--- config.mk ---
export PLATFORM = sky130hd
export DESIGN_NAME = if_id_stage
export DESIGN_NICKNAME = d
export VERILOG_FILES = /design/src/rtl/cpu_defs.sv /design/src/rtl/npc_calc.sv /design/src/rtl/if_id_stage.sv
export SDC_FILE = /design/constraint.sdc
export NUM_CORES = 1
export LEC_CHECK = 0
export CAP_MARGIN = 30
export CORE_MARGIN = 3
export CORE_UTILIZATION = 26
export DETAILED_ROUTE_END_ITERATION = 8
export DONT_BUFFER_PORTS = 1
export PLACE_DENSITY = 0.49
export SYNTH_ARGS = -nofsm -noshare
export SYNTH_HDL_FRONTEND = slang
export SYNTH_HIERARCHICAL = 1
export SYNTH_SLANG_ARGS = --single-unit
--- constraint.sdc ---
create_clock -name clk -period 4 [get_ports clk]
set_input_delay 0.6 -clock clk [delete_from_list [all_inputs] [get_ports clk]]
set_output_delay 0.6 -clock clk [all_outputs]
set_load 0.02 [all_outputs]
--- src/rtl/cpu_defs.sv ---
// Shared definitions for the MIPS pipeline: next-PC select encodings, reset vector
// and the canonical nop.
package cpu_defs;

    typedef enum logic [1:0] {
        NPC_SEQ = 2'd0,
        NPC_BR  = 2'd1,
        NPC_J   = 2'd2,
        NPC_JR  = 2'd3
    } npc_sel_e;

    localparam logic [31:0] RESET_PC = 32'h0000_3000;
    localparam logic [31:0] NOP      = '0;

    // Word-aligned, sign-extended branch displacement.
    function automatic logic [31:0] br_offset(input logic [15:0] imm);
        return {{14{imm[15]}}, imm, 2'b00};
    endfunction

endpackage

--- src/rtl/npc_calc.sv ---
// Combinational next-PC selection: sequential, PC-relative branch, absolute jump and
// register jump. Branch and jump targets are relative to the instruction held in D.
module npc_calc
    import cpu_defs::*;
(
    input  logic [1:0]  npc_sel,
    input  logic        br_taken,
    input  logic [31:0] pc_f,
    input  logic [31:0] pc_d,
    input  logic [31:0] instr_d,
    input  logic [31:0] rs_val_d,
    output logic [31:0] npc
);

    logic [31:0] pc_f4;
    logic [31:0] br_target;
    logic [31:0] j_target;

    always_comb begin
        pc_f4     = pc_f + 32'd4;
        br_target = pc_d + 32'd4 + br_offset(instr_d[15:0]);
        j_target  = {pc_d[31:28], instr_d[25:0], 2'b00};
        npc       = pc_f4;
        unique case (npc_sel_e'(npc_sel))
            NPC_SEQ: npc = pc_f4;
            NPC_BR:  npc = br_taken ? br_target : pc_f4;
            NPC_J:   npc = j_target;
            NPC_JR:  npc = rs_val_d;
        endcase
    end

endmodule

--- src/rtl/if_id_stage.sv ---
// Fetch stage and IF/ID pipeline register: PC register, fetch-address check and
// registered instruction/PC handed to decode. Branches use one delay slot, no flush.
module if_id_stage
    import cpu_defs::NOP;
#(
    parameter logic [31:0] RESET_PC = cpu_defs::RESET_PC,
    parameter int unsigned IM_WORDS = 4096
)(
    input  logic        clk,
    input  logic        reset,
    input  logic        stall,
    input  logic [1:0]  npc_sel,
    input  logic        br_taken,
    input  logic [31:0] rs_val_d,
    input  logic [31:0] instr_f,
    output logic [31:0] pc_f,
    output logic [31:0] instr_d,
    output logic [31:0] pc_d,
    output logic [31:0] pc8_d,
    output logic [15:0] imm_d,
    output logic        valid_d,
    output logic        addr_err_d
);

    // 33-bit limit so a fetch window ending at 2^32 does not wrap to zero.
    localparam logic [32:0] PC_LIMIT = {1'b0, RESET_PC} + (33'(IM_WORDS) << 2);

    logic [31:0] npc;
    logic        err_f;
    logic [31:0] fetch_word;

    npc_calc u_npc_calc (
        .npc_sel  (npc_sel),
        .br_taken (br_taken),
        .pc_f     (pc_f),
        .pc_d     (pc_d),
        .instr_d  (instr_d),
        .rs_val_d (rs_val_d),
        .npc      (npc)
    );

    always_comb begin
        err_f      = (pc_f[1:0] != 2'b00) | (pc_f < RESET_PC) | ({1'b0, pc_f} >= PC_LIMIT);
        fetch_word = err_f ? NOP : instr_f;
    end

    always_ff @(posedge clk) begin
        if (reset) begin
            pc_f       <= RESET_PC;
            instr_d    <= NOP;
            pc_d       <= RESET_PC;
            valid_d    <= 1'b0;
            addr_err_d <= 1'b0;
        end else if (!stall) begin
            pc_f       <= npc;
            instr_d    <= fetch_word;
            pc_d       <= pc_f;
            valid_d    <= 1'b1;
            addr_err_d <= err_f;
        end
    end

    assign pc8_d = pc_d + 32'd8;
    assign imm_d = instr_d[15:0];

endmodule
### Word level (Yosys, flattened, before mapping)

Cells that the tools add are included.

| cells by class | value |
|---|---|
| $add $sub $neg | 4 |
| multiply operators | 0 |
| div/mod/pow operators | 0 |
| magnitude comparators | 2 |
| eq/ne operators | 3 |
| shifts and indexed selects | 0 |
| multiplexer cells | 3 |
| bitwise logic cells | 2 |
| reduce and logical (&&, ||, !) cells | 2 |

Operator list:

| operator | number |
|---|---|
| 32-bit one-hot mux with 4 select lines | 1 |
| 32-bit by 3-bit adder with 32-bit output (second input constant) | 2 |
| 32-bit 2-to-1 mux | 2 |
| 32-bit adder | 1 |
| 32-bit by 4-bit adder with 32-bit output (second input constant) | 1 |
| 32-bit by 15-bit >= comparator with 1-bit output (second input constant) | 1 |
| 32-bit by 14-bit less-than comparator with 1-bit output (second input constant) | 1 |
| 2-bit == test (second input constant) | 2 |
| 2-bit by 1-bit == test with 1-bit output (second input constant) | 1 |
| 2-bit logical NOT | 1 |
| 1-bit bitwise OR | 2 |
| 2-bit nonzero test | 1 |

| word-level totals | value |
|---|---|
| register bits after elaboration | 98 |
| latch bits | 0 |
| memory bits (writable) | 0 |
| bits in read-only memories | 0 |
| output and inout port bits | 146 |
| word-level logic and storage cells | 21 |
| memories | 0 |

### Longest topological paths before layout

Gate-level depths: netlist (run 1).

| depth | value |
|---|---|
| depth after elaboration | 4 |
| mapped depth | 16 |
| gate-level depth less buffers | 16 |

### Hierarchy

The synthesis (run 1) kept the hierarchy.

Modules (own cells, without submodules):

| module | times used | cells each | area each (µm²) | seq. area each (µm²) |
|---|---|---|---|---|
| if_id_stage | 1 | 469 | 4251.6 | 1961.9 |
| npc_calc | 1 | 490 | 3499.6 | 0.0 |

### Worst setup path before layout (run 1)

Ideal clock, no wire load.

| timing | value |
|---|---|
| path kind | register to register |
| start | register instr_d[15] |
| end | register pc_f[29] |
| setup time | 0.128 ns |
| arrival time | 3.102 ns |
| required time | 3.872 ns |
| setup slack | 0.770 ns |
| stages on the path, launching flop included | 14 |
| buffers on the path | 1 |
| clock period less this slack | 3.230 ns |
| cells stage by stage | dfxtp_1 ha_1 ha_1 clkbuf_1 a21o_1 a21o_1 a311oi_1 o21ai_1 a21boi_1 o31ai_1 xor2_1 o21a_1 mux2i_1 nor2_1 |

| between the ends | value |
|---|---|
| longest elaborated chain between the ends | 3 |

RTL lines:

| what | RTL line | text |
|---|---|---|
| start, declared | if_id_stage.sv:17 | `output logic [31:0] instr_d,` |
| start signal, assigned | if_id_stage.sv:56 | `instr_d <= fetch_word;` |
| 32-bit adder | npc_calc.sv:21 | `br_target = pc_d + 32'd4 + br_offset(instr_d[15:0]);` |
| 32-bit 2-to-1 mux | npc_calc.sv:26 | `NPC_BR: npc = br_taken ? br_target : pc_f4;` |
| 32-bit one-hot mux with 4 select lines | npc_calc.sv:24 | `unique case (npc_sel_e'(npc_sel))` |
| net npc[29] | if_id_stage.sv:28 | `logic [31:0] npc;` |
| end signal, assigned | if_id_stage.sv:55 | `pc_f <= npc;` |
| end, declared | if_id_stage.sv:16 | `output logic [31:0] pc_f,` |

The timed path passes the listed nets, and every way through them passes these cells.
A chain may end at the register's enable or synchronous reset.

### Final worst setup path (run 1)

| timing | value |
|---|---|
| start | register pc_d[11] |
| end | output pc8_d[31] |

| between the ends | value |
|---|---|
| longest elaborated chain between the ends | 1 |

RTL lines:

| what | RTL line | text |
|---|---|---|
| start, declared | if_id_stage.sv:18 | `output logic [31:0] pc_d,` |
| start signal, assigned | if_id_stage.sv:57 | `pc_d <= pc_f;` |
| 32-bit by 4-bit adder with 32-bit output | if_id_stage.sv:63 | `assign pc8_d = pc_d + 32'd8;` |
| end, declared | if_id_stage.sv:19 | `output logic [31:0] pc8_d,` |

Every way passes these cells.

==> results of run 1 <==
## metal layers
layer | GRT usage | up-vias
met5 | 0 | -
met4 | 0.0425 | 0
met3 | 0.0540 | 32
met2 | 0.260 | 247
met1 | 0.244 | 3385
li1 | - | 3378
## cell families after synthesis
logic type / synth area share
xor+xnor: 0.0893
flops: 0.253
mux: 0.123
fa+ha+maj: 0.0978
simple gates: 0.210
buf+inv: 0.0617
compound gates: 0.165
## worst paths after layout
| check | start | endpoint | slack (ps) |
|---|---|---|---|
| min | stall | valid_d | 330 |
| min reg2reg | valid_d | valid_d | 550 |
| max reg2reg | instr_d[3] | pc_f[28] | 580 |
| max | pc_d[11] | pc8_d[31] | 430 |
## state kept, by name (all words and copies together), names as in the netlist
register and flops:
instr_d 32, pc_d 32, pc_f 32, addr_err_d 1, valid_d 1
## synthesized netlist by cell type, types with 7 or more instances
cell type / count
a211oi_1: 9
a21o_1: 14
a21oi_1: 38
and3_1: 11
buf_1: 10
buf_4: 19
clkbuf_1: 39
dfxtp_1: 98
ha_1: 59
inv_1: 29
mux2_2: 7
mux2i_1: 65
mux4_2: 10
nand2_1: 89
nand2b_1: 35
nand3_1: 26
nand4_1: 16
nor2_1: 105
nor2b_1: 7
nor3_1: 14
nor4_1: 13
o211ai_1: 7
o21ai_0: 40
o221ai_1: 7
o22ai_1: 36
xnor2_1: 48
xor2_1: 31
## power by group
part	total (mW)	switching, mW	internal, mW
Sequential	1.12	0.111	1.01
Combinational	0.373	0.206	0.167
Clock	0.914	0.425	0.489
Total	2.41	0.742	1.67
## final cells by class
cell class | count | area, µm²
Inverter | 29 | 109
Clock buffer | 10 | 229
Antenna cell | 2 | 5.00
Clock inverter | 5 | 63.8
Multi-Input combinational cell | 758 | 5310
Tap cell | 384 | 480
Timing Repair Buffer | 35 | 263
Fill cell | 3194 | 20600
Sequential cell | 98 | 1960
## through the flow
stage          utilization  cells
2_1_floorplan            -    959
3_3_place_gp         0.280   1304
3_5_place_dp         0.280   1304
4_1_cts              0.290   1319
5_1_grt              0.290   1320
6_report             0.290   1321
==> flow_metrics.env, run 1 <==
export IMPL_status="completed"
export IMPL_ctsHoldBuffers=0
export IMPL_synth_top_area_frac=0.253
export IMPL_path_cells="nand4_2 > or4_1 > nor4_1 > xor2_1"
export IMPL_io_pins=216
export IMPL_fin_ws_ps=430
export IMPL_fin_area_um2=8420
export IMPL_wl_met1_mm=13.7
export IMPL_viasPerCell=5.33
export IMPL_crit_fanout=14
export IMPL_layout_common_cells="nor2_1, dfxtp_1, nand2_1"
export IMPL_postCtsSetupBuffers=0
export IMPL_hpwl_mm=21.7
export IMPL_ctsHtreeMaxLevel=3
export IMPL_numCtsBuffers=9
export IMPL_power_density_nw_per_um2=286
export IMPL_grt_pass1_wl_mm=42.0
export IMPL_path_depth=4
export IMPL_final_max_slew_viol_count=0
export IMPL_skew_ps=14.0
export IMPL_end_kind="primary output"
export IMPL_grt_ovfl_total=0
export IMPL_place_congestion=0.857
export IMPL_drt_wirelength_per_cell_um=21.8
export IMPL_port_buffers=0
export IMPL_crit_slowest_cell="or4_1"
export IMPL_die_area_um2=31900
export IMPL_drt_total_wl_mm=28.8
export IMPL_synth_largest_area_cell="dfxtp_1"
export IMPL_holdPathStages=1
export IMPL_power_mw=2.41
export IMPL_ys_types=62
export IMPL_final_common_cell="nor2_1"
export IMPL_ctsResizeCount=0
export IMPL_synth_flop_cell="dfxtp_1"
export IMPL_wl_met2_mm=12.3
export IMPL_die_h_um=179
export IMPL_r2r_cells=12
export IMPL_rsz0062_at_grt="false"
export IMPL_hp_class="input pin to flop"
export IMPL_drv_cap=0
export IMPL_path_class="flop to primary output"
export IMPL_firstDrtPassIters=5
export IMPL_syn_inst=959
export IMPL_cp_top_family="simple AND/OR/NAND/NOR gates"
export IMPL_avgSynthCellArea_um2=8.08
export IMPL_yosysSeqAreaShare=0.253
export IMPL_cts_tree="done"
export IMPL_netlist_top_cells_area="dfxtp_1, ha_1, mux2i_1, xnor2_1, nor2_1"
export IMPL_dr_total_vias=7042
export IMPL_tns_ps=0
export IMPL_ant_nets=0
export IMPL_cts_max_path_buffers=2
export IMPL_syn_nets=1089
export IMPL_setup_viol=0
export IMPL_dpl_worst_slack_ps=675
export IMPL_min_period_ps=3570
export IMPL_fmax_mhz=280
export IMPL_start_util=0.267
export IMPL_synth_edf_count=0
export IMPL_grt_pass1_vias=6708
export IMPL_cp_required_ps=3400
export IMPL_wl_met3_mm=2.34
export IMPL_coreArea_um2=29000
export IMPL_leakagePower_nw=3.53
export IMPL_yosysWarnings=6
export IMPL_drive_gt1_frac=0.0759
export IMPL_grt_use_total=0.174
export IMPL_path_clk_slew_ps=70
export IMPL_antenna_found_initial=1
export IMPL_irDropWorstVdd_v=0.000170
export IMPL_die_w_um=179
export IMPL_cts_root_buf="clkbuf_16"
export IMPL_area_growth_pct=8.67
export IMPL_remaining_drc_errors=0
export IMPL_ys_ff_latch=98
export IMPL_rows=62
export IMPL_cpPeakStageDelay_ps=820
export IMPL_critPathArrivalTime_ps=2970
export IMPL_syn_area_um2=7750
export IMPL_fin_crit_sh=0.892
export IMPL_relSlewSlack=0.468
export IMPL_worstSkewPairLatency_ps=360
export IMPL_path_buf_inv=0
export IMPL_async_flop_share=0
export IMPL_top_layer_used="met4"
export IMPL_hold_ws_ps=329
export IMPL_grt_max_degree=131
export IMPL_hold_viol_final=0
export IMPL_cts_sinks=98
export IMPL_post_dp_cell_area_um2=8130
export IMPL_worst_pin_slew_ps=796
export IMPL_worst_setup_path_start_kind="flop"
export IMPL_first_iter_violations=451
export IMPL_fin_nets=1061
(Power assumes the default switching activity.)
==> run 2, diff against run 1 <==
Clock period 4 ns to 3.7 ns, I/O delays scaled along.
==> flow_metrics.env, run 2 (synthesis gave the netlist of run 1 again) <==
export IMPL_status="completed"
export IMPL_antenna_cells=0
export IMPL_p_seq_frac=0.438
export IMPL_hpwl_mm=21.8
export IMPL_worstSkewPairLatency_ps=370
export IMPL_die_w_um=179
export IMPL_worst_pin_slew_ps=682
export IMPL_power_density_nw_per_um2=314
export IMPL_io_pins=216
export IMPL_final_common_cell="nor2_1"
export IMPL_crit_fanout=14
export IMPL_critPathArrivalTime_ps=2830
export IMPL_hp_start="stall"
export IMPL_grt_max_degree=131
export IMPL_drt_wirelength_per_cell_um=21.3
export IMPL_viasPerCell=5.26
export IMPL_drt_total_wl_mm=28.7
export IMPL_place_congestion=0.881
export IMPL_grt_use_total=0.176
export IMPL_min_period_ps=3390
export IMPL_rows=62
export IMPL_end_kind="primary output"
export IMPL_coreArea_um2=29000
export IMPL_rr_startpoint="instr_d[11]"
export IMPL_switchingPower_mw=0.816
export IMPL_antenna_found_initial=0
export IMPL_grt_pass1_wl_mm=42.1
export IMPL_irDropWorstVdd_v=0.000201
export IMPL_leakagePower_nw=3.69
export IMPL_top_usage_layer="met2"
export IMPL_area_growth_pct=11.6
export IMPL_die_h_um=179
export IMPL_grt_ovfl_total=0
export IMPL_grt_pass1_vias=6762
export IMPL_fmax_mhz=295
export IMPL_firstDrtPassIters=5
export IMPL_holdPathStages=1
export IMPL_path_class="flop to primary output"
export IMPL_p_sw_frac=0.301
export IMPL_start_util=0.267
export IMPL_setup_viol=0
export IMPL_hold_viol_final=0
export IMPL_cts_root_buf="clkbuf_16"
export IMPL_fillerInstances=3137
export IMPL_die_area_um2=31900
export IMPL_tns_ps=0
export IMPL_hp_class="input pin to flop"
export IMPL_use_met2=0.260
export IMPL_port_buffers=0
export IMPL_layout_common_cells="nor2_1, dfxtp_1, nand2_1"
export IMPL_postCtsSetupBuffers=0
export IMPL_remaining_drc_errors=0
export IMPL_internal_power_mw=1.90
export IMPL_use_met3=0.0485
export IMPL_cts_tree="done"
export IMPL_r2r_cells=12
export IMPL_globalRouteMet1Util=0.250
export IMPL_cp_required_ps=3140
export IMPL_final_max_slew_viol_count=0
export IMPL_path_clk_slew_ps=70
export IMPL_r2r_end="pc_f[28]"
export IMPL_ctsHtreeMaxLevel=3
export IMPL_ff2ff_setup_slack_ps=390
export IMPL_fin_nets=1087
export IMPL_reg_largest_list="instr_d (32), pc_d (32), pc_f (32)"
export IMPL_pwr_share_clk=0.400
export IMPL_p_comb_frac=0.162
export IMPL_skew_ps=10.6
export IMPL_relSlewSlack=0.545
export IMPL_cts_sinks=98
export IMPL_drive_gt1_frac=0.103
export IMPL_cts_max_path_buffers=2
export IMPL_rsz0062_at_grt="false"
export IMPL_drv_cap=0
export IMPL_hold_end="valid_d"
export IMPL_power_mw=2.72
export IMPL_ctsResizeCount=0
export IMPL_ctsHoldBuffers=0
export IMPL_fin_crit_sh=0.915
export IMPL_dr_total_vias=7081
export IMPL_ant_nets=0
export IMPL_numCtsBuffers=9
export IMPL_worst_setup_path_start_kind="flop"
export IMPL_first_iter_violations=448
==> run 2: power groups by stage <==
stage | clock network [mW] | logic, mW | registers (mW)
6_report | 1.09 | 0.440 | 1.19
5_1_grt | 1.15 | 0.483 | 1.20
4_1_cts | 1.12 | 0.441 | 1.19
3_5_place_dp | 0 | 0.439 | 1.21
3_3_place_gp | 0 | 0.436 | 1.21
2_1_floorplan | 0 | 0.346 | 1.22
==> run 2: worst max path at each step <==
stage                            from         to  slack (ps)  depth (start not counted)
after floorplan           instr_d[15]   pc_f[29]         470                         13
after global placement    instr_d[11]   pc_f[28]         390                         12
after detailed placement  instr_d[11]   pc_f[28]         420                         12
after CTS                     pc_d[7]  pc8_d[31]         290                          6
after global routing         pc_d[12]  pc8_d[30]         170                          4
final                         pc_d[7]  pc8_d[31]         310                          6
==> run 2: per-layer routing <==
metal  vias up  routed length (µm)
li1       3420                   -
met1      3371               13400
met2       264               12300
met3        26                2520
met4         0                 519
met5         -                   0
==> run 2: layout make-up <==
type	count	area (µm²)	area share
timing repair buffer	61	458	0.0529
sequential	98	1960	0.227
clock inverter	6	90.1	0.0104
tap	384	480	0.0555
clock buffer	10	239	0.0276
multi-input combinational	758	5310	0.614
inverter	29	109	0.0126
==> run 2: critical path: stages, from the launching register on <==
cell	delay (ps)
dfxtp_1	360
buf_4	190
nand4_1	250
or4_1	750
nor4_1	560
xor2_1	190
buf_4	160
==> run 2: through the flow <==
| stage | cells | setup WS [ps] | util | instance area (µm²) | hold WS [ps] |
|---|---|---|---|---|---|
| finish | 1346 | 313 | 0.298 | 8650 | 277 |
| global route | 1346 | 173 | 0.298 | 8650 | 267 |
| CTS | 1346 | 289 | 0.298 | 8650 | 254 |
| detailed placement | 1330 | 421 | 0.287 | 8320 | 540 |
| global placement | 1330 | 389 | 0.287 | 8320 | 535 |
| floorplan | 959 | 470 | - | 7750 | 526 |
